**src/rtl/mult32_pkg.sv**
```systemverilog
// Shared data-path definitions for the signed multiplier and its helpers.
`default_nettype none

package mult32_pkg;

  localparam int DATA_WIDTH = 32;
  localparam int DATA_MSB   = DATA_WIDTH - 1;
  localparam int PROD_WIDTH = 2 * DATA_WIDTH;
  localparam int PROD_MSB   = PROD_WIDTH - 1;

  // Two's-complement magnitude; the most negative value wraps to itself,
  // which is exactly 2^(N-1) when the result is read as unsigned.
  function automatic logic [DATA_MSB:0] magnitude(input logic [DATA_MSB:0] x);
    return x[DATA_MSB] ? (~x + 1'b1) : x;
  endfunction

endpackage

`default_nettype wire

```
**src/rtl/mult32_u.sv**
```systemverilog
// Combinational unsigned DATA_WIDTH x DATA_WIDTH multiplier built from
// shift-and-add partial-product rows.
`default_nettype none

module mult32_u
  import mult32_pkg::*;
(
  input  logic [DATA_MSB:0] a,
  input  logic [DATA_MSB:0] b,
  output logic [PROD_MSB:0] p
);

  logic [PROD_MSB:0] rows [DATA_WIDTH];

  for (genvar i = 0; i < DATA_WIDTH; i++) begin : g_row
    assign rows[i] = b[i] ? ({{DATA_WIDTH{1'b0}}, a} << i) : '0;
  end

  always_comb begin
    p = '0;
    for (int i = 0; i < DATA_WIDTH; i++) begin
      p = p + rows[i];
    end
  end

endmodule

`default_nettype wire

```
**src/rtl/mult32.sv**
```systemverilog
// Signed 32x32 multiplier with registered 64-bit HI/LO result and a
// one-cycle valid strobe; feeds the HI/LO special registers for MULT.
`default_nettype none

module mult32
  import mult32_pkg::*;
(
  input  logic              CLK,
  input  logic              RST,
  input  logic [DATA_MSB:0] A,
  input  logic [DATA_MSB:0] B,
  input  logic              VALID_IN,
  output logic [DATA_MSB:0] HI,
  output logic [DATA_MSB:0] LO,
  output logic              VALID_OUT
);

  logic [DATA_MSB:0] mag_a;
  logic [DATA_MSB:0] mag_b;
  logic [PROD_MSB:0] prod_u;
  logic [PROD_MSB:0] prod_s;
  logic              neg_result;

  assign mag_a      = magnitude(A);
  assign mag_b      = magnitude(B);
  assign neg_result = A[DATA_MSB] ^ B[DATA_MSB];

  mult32_u u_mult (
    .a (mag_a),
    .b (mag_b),
    .p (prod_u)
  );

  // A zero magnitude product negates to zero, so no special case is needed.
  assign prod_s = neg_result ? (~prod_u + 1'b1) : prod_u;

  always_ff @(posedge CLK or negedge RST) begin
    if (!RST) begin
      HI        <= '0;
      LO        <= '0;
      VALID_OUT <= 1'b0;
    end else begin
      VALID_OUT <= VALID_IN;
      if (VALID_IN) begin
        HI <= prod_s[PROD_MSB:DATA_WIDTH];
        LO <= prod_s[DATA_MSB:0];
      end
    end
  end

endmodule

`default_nettype wire

```
**config.mk**
```make
export PLATFORM = sky130hd
export DESIGN_NAME = mult32
export DESIGN_NICKNAME = d
export VERILOG_FILES = /design/src/rtl/mult32_pkg.sv /design/src/rtl/mult32_u.sv /design/src/rtl/mult32.sv
export SDC_FILE = /design/constraint.sdc
export NUM_CORES = 2
export LEC_CHECK = 0
export ABC_AREA = 1
export CORE_UTILIZATION = 50
export CTS_CLUSTER_DIAMETER = 100
export CTS_CLUSTER_SIZE = 12
export DETAILED_ROUTE_END_ITERATION = 10
export PLACE_DENSITY = 0.71
export SETUP_SLACK_MARGIN = 0.3
export SLEW_MARGIN = 20
export SYNTH_ARGS = -nofsm -noshare
export SYNTH_HDL_FRONTEND = slang
export SYNTH_SLANG_ARGS = --single-unit
```
**constraint.sdc**
```tcl
create_clock -name CLK -period 0.8 [get_ports CLK]
set_input_delay 0.08 -clock CLK [delete_from_list [all_inputs] [get_ports CLK]]
set_output_delay 0.08 -clock CLK [all_outputs]
set_load 0.02 [all_outputs]
```
==> run metrics <==
floorplan row count=103; initial core utilization=50.7%; Syn Area/Cell=7.49 um^2; outcome=finished, violations left; Syn Inst Count=5355; actual slew at the worst max-slew pin=0.485 ns; CP dominant cell by count=fa_1; antenna violations before repair=4; cells on worst reg2reg path=3; vias in the first global route=40577; routability congestion estimate=0.976; most numerous cell in the Yosys netlist=nand2_1; largest net degree at the start of global routing=41; register area share after synthesis=4.06%; Placed Area=50000 um^2; ys async rst share=100%; area grow syn2layout=37.2%; Yosys reg bits=65; CTS tree=yes; fin nets=7479; Setup Skew=0 ns; most instantiated cells after synthesis=nand2_1, inv_1, fa_1, nor2_1, ha_1; reg2reg start=HI[26]; Vias/cell=5.31; number of synthesized flops with an enable pin=0; share of layout cells above drive strength 1=30.4%; Root Driver=clkbuf_16; CP Data Arrival Time=8.78 ns; residual DRC count=0; Startpoint Class=input port; failing checks=hold timing, setup timing; Slew Viols, Final=0; reg2reg end=HI[26]; clock buffer depth=2; post-synth top area share=45.0%; pre-CTS setup slack=-8.52 ns; Met1 Routed Length=53200 um; Setup Crit Path Kind=in2reg; placed cells=7154; # diodes=0; Placeable Area=79100 um^2; final critical-path required period=8.55 ns; setup slack, reg-to-reg=0.06 ns; IO Count=132; uppermost layer routed=met5; WL per Instance=19.4 um; iteration count of the initial detailed-routing pass=6; Slew HR=67.6%; Post-Syn Nets=6584; Max Clk Rate=117 MHz; max_cap viols=0; Die Y=285 um; Synth Warn #=0; WP data required=1.03 ns; via count=38814; DRT Wirelength=142000 um; final non-filler cell total=7305; Critical Path End=HI[11]; Clock Latency Late Sink=0.34 ns; DP HPWL=116000 um; final period utilization=1070%; Hold Crit Class=in2async; Synth Cell Area=40100 um^2; final instance area=55000 um^2; gr ovfl total=0; fill cell count=5959; CTS H-Tree Depth=3; top_reg_cell synth=dfrtp_1; CTS buffer count=9; clk slew on worst S/H paths=0.05 ns; CP max-delay cell=fa_2; die area=81300 um^2; Final setup viols=129; top post-synthesis cells by area=fa_1, nand2_1, inv_1, ha_1, nor2_1; remaining antenna violation count=0; routed wire length on met2=66700 um; RSZ-0062 raised after global routing=true; port bufs=131; post-synthesis cell type count=48; Setup crit start=B[3]; Setup TNS=-447.97 ns; Sink Count=65; Final Hold Viols=65; Yosys top cell by area=fa_1; type of destination of the critical path=register; CP max stage delay=0.61 ns; Die W=285 um; WL met3=12800 um; GRT Overall Usage=34.7%; DR iter-0 viols=3043; PnR worst setup slack=-7.75 ns; critical path peak fanout=5; worst hold margin=-0.364 ns; global-route wire length before repair=219000 um
==> state kept, by name, summed over array words and instances (netlist names) <==
signal     cells
VALID_OUT      1
LO            32
HI            32
==> worst max-delay path: cells and delay by family <==
family                     cells  cell delay, ns
xor gates and xnor gates       2            0.39
and+or+nand+nor               18            2.38
buffers and inverters         10            1.28
adders and majority gates      9            4.15
AOI/OAI and AO/OA              3            0.46
==> metrics by stage <==
stage               utilization, %  hold WS (ns)
detailed placement            63.2       0.00896
global placement              63.2       0.00257
CTS                           67.3        -0.366
global route                  69.5        -0.359
finish                        69.5        -0.364
floorplan                        -        -0.216
==> placed cells by master, fill, tap and decap left out, types with 94 or more instances in the layout <==
cell type	netlist	layout
ha_1	260	193
inv_2	15	95
nand2_2	33	215
nor2_1	479	368
nand2_1	1601	1315
nand2_4	2	101
fa_1	902	847
inv_1	1232	1133
buf_4	7	779
buf_12	0	94
==> worst min-delay path by stage <==
stage                     endpoint  slack (ns)  cells past startpoint
after floorplan              HI[0]       -0.22                      0
after global placement      HI[30]       0.003                      1
after detailed placement    HI[30]       0.009                      1
after CTS                   HI[30]       -0.37                      1
after global routing        HI[30]       -0.36                      1
final                       HI[30]       -0.36                      1
==> layout make-up <==
| cell class | instances | area (um^2) | share of cell area, % |
|---|---|---|---|
| Clock inverter | 7 | 71.3 | 0.130 |
| Tap cell | 1050 | 1310 | 2.39 |
| Sequential cell | 65 | 1630 | 2.96 |
| Clock buffer | 9 | 225 | 0.409 |
| Multi-Input combinational cell | 3843 | 37100 | 67.4 |
| Inverter | 1260 | 4820 | 8.77 |
| Timing Repair Buffer | 1071 | 9850 | 17.9 |
==> logic make-up (layout without fill, tap and decap cells) <==
kind of cell | count (synthesis) | after routing | synth area share, %
and+or+nand+nor | 2428 | 2428 | 24.7
buffers and inverters | 1447 | 2347 | 13.8
adders and majority gates | 1162 | 1162 | 53.2
AOI/OAI and AO/OA | 164 | 164 | 2.23
xor gates and xnor gates | 89 | 89 | 1.98
DFF | 65 | 65 | 4.06
==> routing by layer <==
metal | vias up | GRT usage [%]
li1 | 17232 | -
met1 | 19154 | 44.6
met2 | 1951 | 57.2
met3 | 473 | 5.69
met4 | 4 | 16.9
met5 | - | 0
==> timing repair <==
action                     4_1_cts  5_1_grt
pin swaps                      275      251
buffers inserted                87       43
hold endpoints to repair        65       61
setup endpoints to repair      129      130
gates cloned                     4        1
resized for setup              660      429
Power is left out: the tool's default activity adds up to more than one toggle a clock period on the data nets, which glitch-free logic cannot reach.
